$ cat src/rtl/seq_signed_mac.sv
// Sequential signed multiply-accumulate unit.
// Operands are converted to magnitudes, multiplied by shift-and-add over
// WIDTH cycles, sign-restored, then loaded into or added to the accumulator.
module seq_signed_mac #(
  parameter int WIDTH     = 8,
  parameter int ACC_WIDTH = 24
) (
  input  logic                         clk,
  input  logic                         rst_n,
  input  logic                         in_valid,
  output logic                         in_ready,
  input  logic [WIDTH-1:0]             a,
  input  logic [WIDTH-1:0]             b,
  input  logic                         acc_en,
  input  logic                         acc_clr,
  output logic                         busy,
  output logic [$clog2(WIDTH+1)-1:0]   iter,
  output logic                         out_valid,
  output logic [2*WIDTH-1:0]           product,
  output logic [ACC_WIDTH-1:0]         acc
);

  localparam int IW = $clog2(WIDTH + 1);
  localparam logic [IW-1:0] ITER_LAST = IW'(WIDTH - 1);

  typedef enum logic [1:0] {IDLE, RUN, DONE} state_t;

  state_t                 state_q, state_d;
  logic [WIDTH-1:0]       mcand_q, mcand_d;
  logic [2*WIDTH:0]       shreg_q, shreg_d;
  logic                   sign_q, sign_d;
  logic                   acc_en_q, acc_en_d;
  logic [IW-1:0]          iter_q, iter_d;
  logic                   out_valid_q, out_valid_d;
  logic [2*WIDTH-1:0]     product_q, product_d;
  logic [ACC_WIDTH-1:0]   acc_q, acc_d;

  logic [WIDTH-1:0]       a_mag, b_mag;
  logic [WIDTH:0]         partial_sum;
  logic [2*WIDTH:0]       step_reg;
  logic [2*WIDTH-1:0]     mag;
  logic signed [2*WIDTH-1:0]   prod_signed;
  logic signed [ACC_WIDTH-1:0] prod_ext;
  logic [ACC_WIDTH-1:0]   acc_base;

  // Operand magnitudes and the signed result derived from the shift register
  always_comb begin
    a_mag       = a[WIDTH-1] ? -a : a;
    b_mag       = b[WIDTH-1] ? -b : b;
    partial_sum = {1'b0, mcand_q} + shreg_q[2*WIDTH:WIDTH];
    step_reg    = shreg_q[0] ? {partial_sum, shreg_q[WIDTH-1:0]} : shreg_q;
    mag         = shreg_q[2*WIDTH-1:0];
    prod_signed = sign_q ? -mag : mag;
    prod_ext    = ACC_WIDTH'(prod_signed);
    acc_base    = (acc_en_q && !acc_clr) ? acc_q : '0;
  end

  // Next-state and datapath updates for the IDLE/RUN/DONE sequence
  always_comb begin
    state_d     = state_q;
    mcand_d     = mcand_q;
    shreg_d     = shreg_q;
    sign_d      = sign_q;
    acc_en_d    = acc_en_q;
    iter_d      = iter_q;
    out_valid_d = 1'b0;
    product_d   = product_q;
    acc_d       = acc_clr ? '0 : acc_q;
    case (state_q)
      IDLE: begin
        if (in_valid) begin
          mcand_d  = a_mag;
          shreg_d  = {{(WIDTH+1){1'b0}}, b_mag};
          sign_d   = a[WIDTH-1] ^ b[WIDTH-1];
          acc_en_d = acc_en;
          iter_d   = '0;
          state_d  = RUN;
        end
      end
      RUN: begin
        shreg_d = {1'b0, step_reg[2*WIDTH:1]};
        iter_d  = iter_q + IW'(1);
        if (iter_q == ITER_LAST) begin
          state_d = DONE;
        end
      end
      DONE: begin
        product_d   = prod_signed;
        acc_d       = acc_base + prod_ext;
        out_valid_d = 1'b1;
        state_d     = IDLE;
      end
      default: begin
        state_d = IDLE;
      end
    endcase
  end

  // State and datapath registers, cleared asynchronously
  always_ff @(posedge clk or negedge rst_n) begin
    if (!rst_n) begin
      state_q     <= IDLE;
      mcand_q     <= '0;
      shreg_q     <= '0;
      sign_q      <= 1'b0;
      acc_en_q    <= 1'b0;
      iter_q      <= '0;
      out_valid_q <= 1'b0;
      product_q   <= '0;
      acc_q       <= '0;
    end else begin
      state_q     <= state_d;
      mcand_q     <= mcand_d;
      shreg_q     <= shreg_d;
      sign_q      <= sign_d;
      acc_en_q    <= acc_en_d;
      iter_q      <= iter_d;
      out_valid_q <= out_valid_d;
      product_q   <= product_d;
      acc_q       <= acc_d;
    end
  end

  assign in_ready  = (state_q == IDLE);
  assign busy      = (state_q != IDLE);
  assign iter      = iter_q;
  assign out_valid = out_valid_q;
  assign product   = product_q;
  assign acc       = acc_q;

endmodule
$ cat config.mk
export PLATFORM = sky130hd
export DESIGN_NAME = seq_signed_mac
export DESIGN_NICKNAME = d
export VERILOG_FILES = /design/src/rtl/seq_signed_mac.sv
export SDC_FILE = /design/constraint.sdc
export NUM_CORES = 1
export LEC_CHECK = 0
export ABC_AREA = 1
export CAP_MARGIN = 10
export CORE_UTILIZATION = 56
export DETAILED_ROUTE_END_ITERATION = 8
export GPL_TIMING_DRIVEN = 0
export PLACE_DENSITY = 0.92
export RECOVER_POWER = 100
export SKIP_CTS_REPAIR_TIMING = 1
export SYNTH_ARGS = -nofsm -noshare
export SYNTH_HDL_FRONTEND = slang
export SYNTH_SLANG_ARGS = --single-unit
$ cat constraint.sdc
create_clock -name clk -period 4.4 [get_ports clk]
set_input_delay 0.44 -clock clk [delete_from_list [all_inputs] [get_ports clk]]
set_output_delay 0.44 -clock clk [all_outputs]
set_load 0.1 [all_outputs]
Word level (Yosys, flattened, before mapping). Index checks and enable logic that the tools add are counted.

Register bits after elaboration: 74. Bits of input ports: 21. Output and inout port bits: 47.

$add $sub $neg: 6. Equality and inequality tests: 5. Multiplexer cells: 15. Bitwise logic cells: 1. Reduce and logical (&&, ||, !) cells: 9.

Operators by type and width (count): two-way mux 24 bit (3); two-way mux 17 bit (2); one-hot mux 17 bit (2 select lines) (1); adder 24 bit (1); two-way mux 16 bit (1); two-way mux 8 bit (2); negation 16 bit (1); negation 8 bit (2); adder 8 x 9 -> 9 bit (1); one-hot mux 4 bit (2 select lines) (1); AND reduction 2 bit (3); nonzero test 2 bit (3); adder 4 x 1 -> 4 bit, second input constant (1); equality test 4 x 3 -> 1 bit, second input constant (1); two-way mux 2 bit (2); two-way mux 4 bit (1); != test 2 bit, second input constant (2); one-hot mux 2 bit (2 select lines) (1); equality test 2 x 1 -> 1 bit, second input constant (1); equality test 2 bit, second input constant (1); zero test 2 bit (1); logical AND 1 bit (1); zero test 1 bit (1); two-way mux 1 bit (1); XOR 1 bit (1).

Logic depth before layout (Yosys ltp).
Depth in word-level cells: 5. Mapped depth: 22.

Worst setup path before layout. Ideal clock, no wire load.

Path kind: register to register. From: register shreg_q[0]. To: register acc_q[23], in the netlist acc[23]. Data arrival time: 3.083 ns. Setup slack: 1.185 ns. Stages on the path, launching flop included: 21. Path buffers: 2. Clock period less this slack: 3.215 ns. Path through: dfrtp_1 -> buf_6 -> clkinv_4 -> clkbuf_1 -> ha_1 -> inv_1 -> nor3_2 -> nand3_2 -> nor4_2 -> nand3_1 -> nand2_1 -> xor2_2 -> ha_1 -> a21oi_1 -> o21ai_0 -> a21oi_1 -> nand3_1 -> a211oi_1 -> nand2_1 -> nand2_1 -> o22ai_1.

Word-level cells in the longest chain between the ends: 4.

RTL lines: start: declaration (RTL line 30) `logic [2*WIDTH:0] shreg_q, shreg_d;`; start signal: assignment (RTL line 114) `shreg_q <= shreg_d;`; negation 16 bit (RTL line 53) `prod_signed = sign_q ? -mag : mag;`; two-way mux 16 bit (RTL line 53); named net prod_signed[14] (RTL line 42) `logic signed [2*WIDTH-1:0] prod_signed;`; adder 24 bit (RTL line 89) `acc_d = acc_base + prod_ext;`; two-way mux 24 bit (RTL line 69) `case (state_q)`; end signal: assignment (RTL line 110) `acc_q <= '0;`; end signal: assignment (RTL line 120) `acc_q <= acc_d;`; end: declaration (RTL line 36) `logic [ACC_WIDTH-1:0] acc_q, acc_d;`.

The timed path passes the listed nets, and every way through them passes these cells. A chain may end at the register's enable or synchronous reset.

Worst setup path after layout. Ends and elaborated chain as after synthesis.

==> results.ini <==
[min_path]
hp-start=product[13]$_DFFE_PN0P_
hp-class=flip-flop to flip-flop
holdPathStages=2
hold_end=product[13]$_DFFE_PN0P_

[global_routing]
grt_pass1_wl_mm=22.43
grt_pass1_vias=4778
grt_util_all_layers=0.2932
grt_max_degree=74
antenna_found_initial=0
grt_overflow_total=0

[worst_setup_path]
worstPathMaxFanout=13
r2r_start=shreg_q[0]$_DFFE_PN0P_
path_class=flip-flop to flip-flop
cp.arrival_ns=4.10
rrSetupSlack_ns=0.52
critical_path.startpoint_type=flip-flop
required_ns=4.61
reg2reg_depth=18
rr_endpoint=acc[23]$_DFFE_PN0P_
endpoint_kind=flip-flop

[timing]
skew_ns=0.01421
min_period_over_period=0.8827
rsz0062_at_grt=no
tns_ns=0
setup_viol=0
max_slew_margin=-0.2169
report.final.slew_viol_count=74
min_period_ns=3.884
hold_viol=0
worstMarginPinSlew_ns=1.825
holdWs_ns=0.4856
max_freq_ghz=0.2575

[yosys]
syn_nets=713
synth.avg_cell_area_um2=7.729
synth_top_area_cell=dfrtp_1
yosysMostFrequentCell=nand2_1
synth_seq_area_share=0.3609
synthDistinctLibCells=50
synth-async-reset-ratio=1.000
synth_edf_count=0
ys.flop_type=dfrtp_1
netlist_top_cells_count=nand2_1 (134), inv_1 (78), dfrtp_1 (73)
synthCells=655
synth.area.top_cells=dfrtp_1 (36%), nand2_1 (9.9%), ha_1 (8.7%)
synth.top_cell.area_share=0.3609
yosys_register_bits=73
yosys_warnings=0
synth_area_mm2=0.005062

[routing]
drt_wl_total_mm=13.35
drt-pass1-iter-count=5
via_per_inst=5.791
vias=4882
drt_iter0_drc=256
drcViolationCount=0
wl_per_cell_um=15.83
antenna_left=0

[power]
combPwrFrac=0.623
ir_drop_v=0.0006211
clkPwrFrac=0.134
p_seq_frac=0.243
swShare=0.5513
powerDensity_mw_per_mm2=759.3
p_int_mw=2.049
p_sw_mw=2.518
p_leak_nw=3.003

[die]
initial_utilization=0.5805
io_pins=68
die_area_mm2=0.009425
rows=34
die_w_um=97.08
core-area_mm2=0.008721
die_y_um=97.08

[run]
maxCapViolCount=1

[cells_and_area]
area_delta_synth_final_pct=18.83
layout-drive-gt1-share=0.06259
diodes=0
layout.nets=788

[placed_design]
numPortBuffers=65
hpwl_mm=10.17
routabilityCongestion=0.9203

[status]
status=complete, but fails checks
failed_checks=max-capacitance violations, max-slew violations

[clocking]
clk_path_buf_depth=2
clk_latency_ns=0.35
clock-root-buffer=clkbuf_8
cts_tree=yes
numCtsBuffers=9
cts_sinks=73
htreeDepth=3
clk_pin_slew_ns=0.08

logic make-up (layout without fill, tap and decap cells):
logic type,count (synthesis),in the layout,synth area share
and+or+nand+nor,250,250,0.2158
AOI/OAI and AO/OA,157,157,0.1822
buffers and inverters,101,181,0.08131
DFF,73,73,0.3608
adders and majority gates,37,37,0.09441
xor gates and xnor gates,37,37,0.06550
per-stage QoR:
step	area, um^2	cells	utilization	total power [mW]	setup WS [ns]
after global routing	6016	843	0.6898	4.857	0.1908
after CTS	6075	844	0.6966	4.590	0.4392
after global placement	5848	828	0.6706	3.854	0.4481
final	6016	843	0.6898	4.568	0.5160
after floorplan	5062	655	-	3.250	1.185
after detailed placement	5846	828	0.6703	3.965	0.4855
power by group through the flow:
stage	logic [mW]	clock network (mW)	registers [mW]
6_report	2.85	0.613	1.11
5_1_grt	3.08	0.644	1.13
4_1_cts	2.86	0.616	1.11
3_5_place_dp	2.85	0	1.12
3_3_place_gp	2.75	0	1.10
2_1_floorplan	1.53	0	1.72
state kept, by name, indices dropped and copies added (netlist names):
signal and cells:
iter 4, state_q 2, out_valid 1, sign_q 1, shreg_q 16, product 16, acc_en_q 1, mcand_q 8
acc 24
layout by cell type, fill, tap and decap left out, drive strengths merged, types with 5 or more instances in the layout:
| master | Yosys | routed |
|---|---|---|
| nand2 | 143 | 143 |
| inv | 80 | 80 |
| dfrtp | 73 | 73 |
| nor2 | 67 | 67 |
| o21ai | 61 | 61 |
| dlygate4sd3 | 0 | 49 |
| a21oi | 43 | 43 |
| ha | 35 | 35 |
| clkbuf | 15 | 28 |
| xor2 | 26 | 26 |
| nand3 | 21 | 21 |
| o22ai | 20 | 20 |
| clkdlybuf4s50 | 0 | 15 |
| xnor2 | 11 | 11 |
| nor3 | 9 | 9 |
| a22oi | 6 | 6 |
| o31ai | 5 | 5 |
worst max-delay path: stages (launching register included):
cell,delay [ns]
dfrtp_1,0.42
buf_6,0.16
clkinv_4,0.10
ha_1,0.15
inv_1,0.05
nor3_1,0.27
nand3_2,0.17
nor4_2,0.26
a21oi_1,0.13
xor2_1,0.34
ha_1,0.37
a21oi_1,0.22
o21ai_0,0.13
a21oi_1,0.18
nand3_1,0.21
a211oi_1,0.35
nand2_1,0.09
nand2_1,0.07
o22ai_1,0.08
how the worst max path moves through the flow:
| stage | from | slack, ns | end |
|---|---|---|---|
| 2_1_floorplan | shreg_q[0]$_DFFE_PN0P_ | 1.18 | acc[23]$_DFFE_PN0P_ |
| 3_3_place_gp | rst_n | 0.45 | iter[2]$_DFFE_PN0P_ |
| 3_5_place_dp | shreg_q[0]$_DFFE_PN0P_ | 0.49 | acc[23]$_DFFE_PN0P_ |
| 4_1_cts | shreg_q[0]$_DFFE_PN0P_ | 0.44 | acc[23]$_DFFE_PN0P_ |
| 5_1_grt | shreg_q[0]$_DFFE_PN0P_ | 0.19 | acc[23]$_DFFE_PN0P_ |
| 6_report | shreg_q[0]$_DFFE_PN0P_ | 0.52 | acc[23]$_DFFE_PN0P_ |
layout make-up:
cell class / instances / area (um^2)
tap: 108 / 135.1
timing repair buffer: 65 / 645.6
clock inverter: 5 / 77.57
buffer: 18 / 82.58
sequential: 73 / 1827
multi-input combinational: 481 / 2784
clock buffer: 11 / 151.4
inverter: 82 / 312.8
fill: 710 / 2705
per-layer routing:
metal	track usage	share of wire
met4	0.1332	0.022
met2	0.5016	0.50
met3	0.03525	0.063
met1	0.3711	0.42
met5	0	0
(Power assumes the default switching activity.)
